**src/rtl/sel_seq_pkg.sv**
```systemverilog
// Shared types and constants for the select sequencer: select codes, FSM states
// and the command record buffered in the FIFO.
package sel_seq_pkg;

   typedef enum logic [1:0] {
      SEL_BC   = 2'b00,
      SEL_OFF  = 2'b01,
      SEL_ABC  = 2'b10,
      SEL_OFF2 = 2'b11
   } sel_code_t;

   typedef enum logic {
      IDLE,
      EMIT
   } state_t;

   localparam int unsigned CNT_W = 4;

   typedef struct packed {
      sel_code_t        code;
      logic [CNT_W-1:0] rep;
   } cmd_t;

   // Decoder drives a/b/c all low for this code, so it is safe to show when idle.
   localparam sel_code_t SEL_IDLE_CODE = SEL_OFF;

endpackage

```
**src/rtl/sel_sequencer_if.sv**
```systemverilog
// Command push channel and select-beat channel of the sequencer.
// The sequencer sits on the slave modport; the command source/beat sink on master.
interface sel_sequencer_if #(
   parameter int unsigned CNT_W = 4
);
   logic             cmd_valid;
   logic             cmd_ready;
   logic [1:0]       cmd_code;
   logic [CNT_W-1:0] cmd_rep;
   logic [1:0]       s;
   logic             s_valid;
   logic             s_ready;

   modport master (
      output cmd_valid, cmd_code, cmd_rep, s_ready,
      input  cmd_ready, s, s_valid
   );

   modport slave (
      input  cmd_valid, cmd_code, cmd_rep, s_ready,
      output cmd_ready, s, s_valid
   );
endinterface

```
**src/rtl/sel_seq_fifo.sv**
```systemverilog
// Synchronous command FIFO with extra-MSB pointers for full/empty detection.
// Head entry is presented combinationally on rdata whenever not empty.
module sel_seq_fifo import sel_seq_pkg::*; #(
   parameter int unsigned DEPTH = 4,
   parameter type item_t = cmd_t
) (
   input  logic  clk,
   input  logic  aresetn,
   input  logic  push,
   input  item_t wdata,
   input  logic  pop,
   output item_t rdata,
   output logic  full,
   output logic  empty
);
   localparam int unsigned AW = $clog2(DEPTH);

   logic [AW:0] wptr_q, rptr_q;
   item_t       mem [DEPTH];

   assign full  = (wptr_q[AW] != rptr_q[AW]) && (wptr_q[AW-1:0] == rptr_q[AW-1:0]);
   assign empty = (wptr_q == rptr_q);
   assign rdata = mem[rptr_q[AW-1:0]];

   always_ff @(posedge clk or negedge aresetn) begin
      if (!aresetn) begin
         wptr_q <= '0;
         rptr_q <= '0;
      end else begin
         // A push while full is dropped even if a pop frees a slot this cycle.
         if (push && !full) wptr_q <= wptr_q + (AW+1)'(1);
         if (pop && !empty) rptr_q <= rptr_q + (AW+1)'(1);
      end
   end

   always_ff @(posedge clk) begin
      if (push && !full) mem[wptr_q[AW-1:0]] <= wdata;
   end
endmodule

```
**src/rtl/sel_sequencer.sv**
```systemverilog
// Command-driven generator of the 2-bit decoder select; each queued code is emitted for
// rep+1 beats. Define SEL_SEQ_STATS_EN to add per-code saturating beat counters.
module sel_sequencer #(
   parameter int unsigned DEPTH = 4,
   parameter int unsigned CNT_W = 4
) (
   input  logic                 clk,
   input  logic                 aresetn,
   sel_sequencer_if.slave       bus,
   output logic                 busy
`ifdef SEL_SEQ_STATS_EN
   ,
   input  logic                 stat_clr,
   output logic [3:0][15:0]     stat_cnt
`endif
);
   import sel_seq_pkg::*;

   typedef struct packed {
      sel_code_t        code;
      logic [CNT_W-1:0] rep;
   } entry_t;

   state_t           state_q, state_d;
   sel_code_t        code_q, code_d;
   logic [CNT_W-1:0] rem_q, rem_d;
   entry_t           push_data, head;
   logic             full, empty, push, pop, beat;

   assign push          = bus.cmd_valid && !full;
   assign bus.cmd_ready = !full;
   assign push_data     = '{code: sel_code_t'(bus.cmd_code), rep: bus.cmd_rep};

   sel_seq_fifo #(
      .DEPTH  (DEPTH),
      .item_t (entry_t)
   ) u_fifo (
      .clk     (clk),
      .aresetn (aresetn),
      .push    (push),
      .wdata   (push_data),
      .pop     (pop),
      .rdata   (head),
      .full    (full),
      .empty   (empty)
   );

   // Outputs decode registered state only; s_ready never reaches s/s_valid.
   assign bus.s_valid = (state_q == EMIT);
   assign bus.s       = (state_q == EMIT) ? code_q : SEL_IDLE_CODE;
   assign beat        = (state_q == EMIT) && bus.s_ready;
   assign busy        = !empty || (state_q == EMIT);

   always_comb begin
      state_d = state_q;
      code_d  = code_q;
      rem_d   = rem_q;
      pop     = 1'b0;
      unique case (state_q)
         IDLE: begin
            if (!empty) begin
               pop     = 1'b1;
               code_d  = head.code;
               rem_d   = head.rep;
               state_d = EMIT;
            end
         end
         EMIT: begin
            if (bus.s_ready) begin
               if (rem_q != '0) begin
                  rem_d = rem_q - CNT_W'(1);
               end else if (!empty) begin
                  // Chain straight into the next command without an idle beat.
                  pop    = 1'b1;
                  code_d = head.code;
                  rem_d  = head.rep;
               end else begin
                  state_d = IDLE;
               end
            end
         end
         default: state_d = IDLE;
      endcase
   end

   always_ff @(posedge clk or negedge aresetn) begin
      if (!aresetn) begin
         state_q <= IDLE;
         code_q  <= SEL_IDLE_CODE;
         rem_q   <= '0;
      end else begin
         state_q <= state_d;
         code_q  <= code_d;
         rem_q   <= rem_d;
      end
   end

`ifdef SEL_SEQ_STATS_EN
   always_ff @(posedge clk or negedge aresetn) begin
      if (!aresetn) begin
         stat_cnt <= '0;
      end else if (stat_clr) begin
         stat_cnt <= '0;
      end else if (beat && (stat_cnt[bus.s] != 16'hFFFF)) begin
         stat_cnt[bus.s] <= stat_cnt[bus.s] + 16'd1;
      end
   end
`endif
endmodule

```
**src/flat_wrapper.sv**
```systemverilog
// flat-port wrapper written by rule: the top's interface ports become plain ports
module sel_sequencer_flat import sel_seq_pkg::*;
#(
   parameter int unsigned DEPTH = 4,
   parameter int unsigned CNT_W = 4
)
  (clk, aresetn, busy, bus_cmd_valid, bus_cmd_code, bus_cmd_rep, bus_s_ready, bus_cmd_ready, bus_s, bus_s_valid);
  sel_sequencer_if #(.CNT_W(CNT_W)) bus_i ();
  input  logic clk;
  input  logic aresetn;
  output logic busy;
  input wire logic [$bits(bus_i.cmd_valid)-1:0] bus_cmd_valid;
  input wire logic [$bits(bus_i.cmd_code)-1:0] bus_cmd_code;
  input wire logic [$bits(bus_i.cmd_rep)-1:0] bus_cmd_rep;
  input wire logic [$bits(bus_i.s_ready)-1:0] bus_s_ready;
  output wire logic [$bits(bus_i.cmd_ready)-1:0] bus_cmd_ready;
  output wire logic [$bits(bus_i.s)-1:0] bus_s;
  output wire logic [$bits(bus_i.s_valid)-1:0] bus_s_valid;
  assign bus_i.cmd_valid = bus_cmd_valid;
  assign bus_i.cmd_code = bus_cmd_code;
  assign bus_i.cmd_rep = bus_cmd_rep;
  assign bus_i.s_ready = bus_s_ready;
  assign bus_cmd_ready = bus_i.cmd_ready;
  assign bus_s = bus_i.s;
  assign bus_s_valid = bus_i.s_valid;
  sel_sequencer #(.DEPTH(DEPTH), .CNT_W(CNT_W)) u_core (.clk(clk), .aresetn(aresetn), .bus(bus_i), .busy(busy));
endmodule
```
**config.mk**
```make
export PLATFORM = sky130hd
export DESIGN_NAME = sel_sequencer_flat
export DESIGN_NICKNAME = d
export VERILOG_FILES = /design/src/rtl/sel_seq_pkg.sv /design/src/rtl/sel_sequencer_if.sv /design/src/rtl/sel_seq_fifo.sv /design/src/rtl/sel_sequencer.sv /design/src/flat_wrapper.sv
export SDC_FILE = /design/constraint.sdc
export NUM_CORES = 1
export LEC_CHECK = 0
export CORE_MARGIN = 3
export CORE_UTILIZATION = 33
export CTS_BUF_LIST = sky130_fd_sc_hd__clkbuf_4
export DETAILED_ROUTE_END_ITERATION = 16
export GPL_ROUTABILITY_DRIVEN = 0
export HOLD_SLACK_MARGIN = 0.08
export PLACE_DENSITY = 0.49
export SYNTH_ARGS = -nofsm -noshare
export SYNTH_HDL_FRONTEND = slang
export SYNTH_SLANG_ARGS = --single-unit
```
**constraint.sdc**
```tcl
create_clock -name clk -period 1.5 [get_ports clk]
set_input_delay 0.225 -clock clk [delete_from_list [all_inputs] [get_ports clk]]
set_output_delay 0.225 -clock clk [all_outputs]
set_load 0.02 [all_outputs]
```
==> results by group <==
Floorplan
  • Die area: 0.00627 mm^2
  • Die width: 79.2 um
  • Initial core utilization: 0.344
  • Core area: 0.00514 mm^2
  • I/O pin cnt: 15
  • Die height: 79.2 um
  • Row Count: 26

Finish
  • Fillers: 511
  • Nets: about 180
  • Final core occ: 0.460
  • Share of layout cells above drive strength 1: 0.485
  • P&R area growth vs syn: 33.6%
  • Diodes inserted: 0

STA
  • RSZ-0062 raised after global routing: true
  • Final Hold Vio Count: 0
  • Final Cycle Share: 1.07
  • Tmin final: 1610 ps
  • Final max-slew violation count: 0
  • Max Freq: 0.621 GHz
  • Layout Skew: between 10 and 15 ps
  • Worst-Margin Slew: 290 ps
  • Fin worst setup slack: -111 ps
  • Max-slew headroom: 0.806
  • Final setup violation count: 30

Synthesis
  • Top_reg_cell synth: edfxtp_1
  • Netlist cell types: 36
  • YS warnings: 0
  • Synth Area per Inst: 16.2 um^2
  • Top area cells in the synthesized netlist: edfxtp_1 41%, dfrtp_1 17%, mux4_2 7.6%
  • Post-synthesis sequential area ratio: 0.592
  • Synth top area share: 0.408
  • Ys async rst share: 0.351
  • Top-count cell post-synth: edfxtp_1
  • Synthesis-stage register bit count: 37
  • Cell Area, Synth: 0.00177 mm^2
  • Top cell type by total area after synthesis: edfxtp_1
  • Synthesized Nets: 125
  • EDFF count, synth: 24
  • Commonest cells post-synth: 24 x edfxtp_1, 12 x dfrtp_1, 8 x inv_1, 6 x ha_1, 6 x mux4_2
  • Mapped Cells: 109

Setup path
  • Critical Path AT: 1660 ps
  • Worst Path Max Fanout: 5
  • CP Capture Type: register
  • Worst path required time: between 1500 and 2000 ps
  • Crit Path Category: register to register
  • CP Launch Type: register
  • Critical path launch point: u_core.u_fifo.rptr_q[0]
  • Reg2Reg Launch Point: u_core.u_fifo.rptr_q[0]
  • Reg2Reg Setup Slack: -110 ps

Clocking
  • CTS Buf Count: 5
  • Clock-pin transition on the worst setup and hold timing paths: 110 ps
  • CTS hold repair buffers: 0
  • CTS tree: yes
  • Clk buf depth: 2
  • CTS H-tree depth: 2
  • Clk root buf: clkbuf_4
  • Worst skew pair latency: 320 ps
  • Clk sinks: 37

Flow run
  • Maxcap violations: 0

Route
  • Top Metal Used: met4
  • Routed WL per cell: 13.8 um
  • Final wirelength: between 3000 and 4000 um
  • Met2 routed WL: approximately 1800 um
  • Metal1 wirelength: roughly 1300 um
  • Pre-Repair DR Iteration Count: 4
  • Initial drt markers: 26
  • Vias/cell: 4.52
  • DRC: 0
  • Vias post-DR: 1052
  • DR WL met3: 128 um
  • Post-DRT Antenna Nets: 0

Min path
  • Tightest Hold Check Type: primary input to asynchronous set/reset pin

Place
  • Number of buffers added on ports: 14
  • HPWL after detailed placement: roughly 2500 um

GRT
  • Overflow after GRT: 0
  • Initial antenna violation count: 0
  • Tot GR Track Use: 0.117
  • Pin count of the biggest net entering global routing: 14
  • First-pass GRT wire length: 5500 um
  • Vias in the first global route: 1145

Power and ir drop
  • PwrDens: 1790 mW/mm^2
  • Total power: 4220 uW
  • Leakage power: about 0.00093 uW
  • VDD IR max: 0.758 mV

Run status
  • Outcome: finished, violations left
  • Failing checks: setup timing
==> critical path, stage by stage, from the launching register on <==
cell and delay, ps:
dfrtp_2 470, xnor2_4 140, buf_4 160, a31oi_4 250, and2_4 210, buf_6 100
==> flip-flops by register name, summed over array words and instances, names as in the netlist <==
| signal | count |
|---|---|
| u_core.u_fifo.mem | 24 |
| u_core.u_fifo.rptr_q | 3 |
| u_core.u_fifo.wptr_q | 3 |
| u_core.rem_q | 4 |
| u_core.code_q | 2 |
| u_core.bus.s_valid | 1 |
==> what timing repair did <==
| item | 4_1_cts | 5_1_grt |
|---|---|---|
| endpoints found under the setup margin | 39 | 38 |
| cloned | 0 | 0 |
| pin swaps | 7 | 8 |
| gates resized for setup | 35 | 12 |
| buffers inserted | 7 | 1 |
==> area by class of cell <==
cell class,instances,area (um^2),share of cell area
sequential,37,1050,0.445
clock buffer,6,45.0,0.0191
inverter,8,30.0,0.0127
tap,70,87.6,0.0371
multi-input combinational,61,697,0.295
timing repair buffer,49,442,0.187
clock inverter,2,10.0,0.00424
==> through the flow <==
step                      hold slack (ps)  setup WS, ps  instance area [um^2]  std cells  TNS [ps]
after global routing                  176          -184                  2360        233     -4280
after floorplan                     -70.6          -138                  1770        109      -503
after global placement                489          -211                  2190        218     -3300
final                                 190          -111                  2360        233     -2430
after CTS                             178          -148                  2350        233     -2970
after detailed placement              494          -232                  2190        218     -4040
==> where the power goes <==
| part | switching (uW) | total (uW) | internal [uW] |
|---|---|---|---|
| clock | 301 | 498 | 197 |
| sequential | 194 | 1590 | 1390 |
| combinational | 910 | 2130 | 1220 |
==> layer usage <==
layer	vias to the layer above	GRT usage
met3	4	0.0374
met1	514	0.126
met2	22	0.213
met5	-	0
li1	512	-
met4	0	0.0412
==> final timing paths <==
| kind | endpoint | cells past startpoint |
|---|---|---|
| max reg2reg | u_core.u_fifo.mem[1][1] | 5 |
| min in group clk | u_core.code_q[1] | 1 |
| min | u_core.u_fifo.rptr_q[2] | 2 |
| max in group asynchronous | u_core.code_q[0] | 2 |
| min reg2reg | u_core.code_q[1] | 1 |
| max | u_core.u_fifo.mem[1][1] | 5 |
==> cells in the final DEF (no fill, tap or decap), drive strengths merged, types with 3 or more instances in the layout <==
master and count:
inv 8, and2 5, edfxtp 24, a21oi 3, nand4 3, clkdlybuf4s50 9
mux2 3, nand3 5, dfrtp 12, clkbuf 7, xnor2 6, nand2 5
ha 6, buf 38, mux4 6, nand2b 3
==> kinds of logic (layout without fill, tap and decap cells) <==
kind of cell	count (synthesis)	after routing	share of synthesized area
xor+xnor	8	8	0.0651
simple gates	25	25	0.0970
mux	9	9	0.102
fa+ha+maj	6	6	0.0425
flops	37	37	0.592
compound gates	13	13	0.0715
buf+inv	11	65	0.0297
No activity file was read; power rests on OpenSTA's default activity.
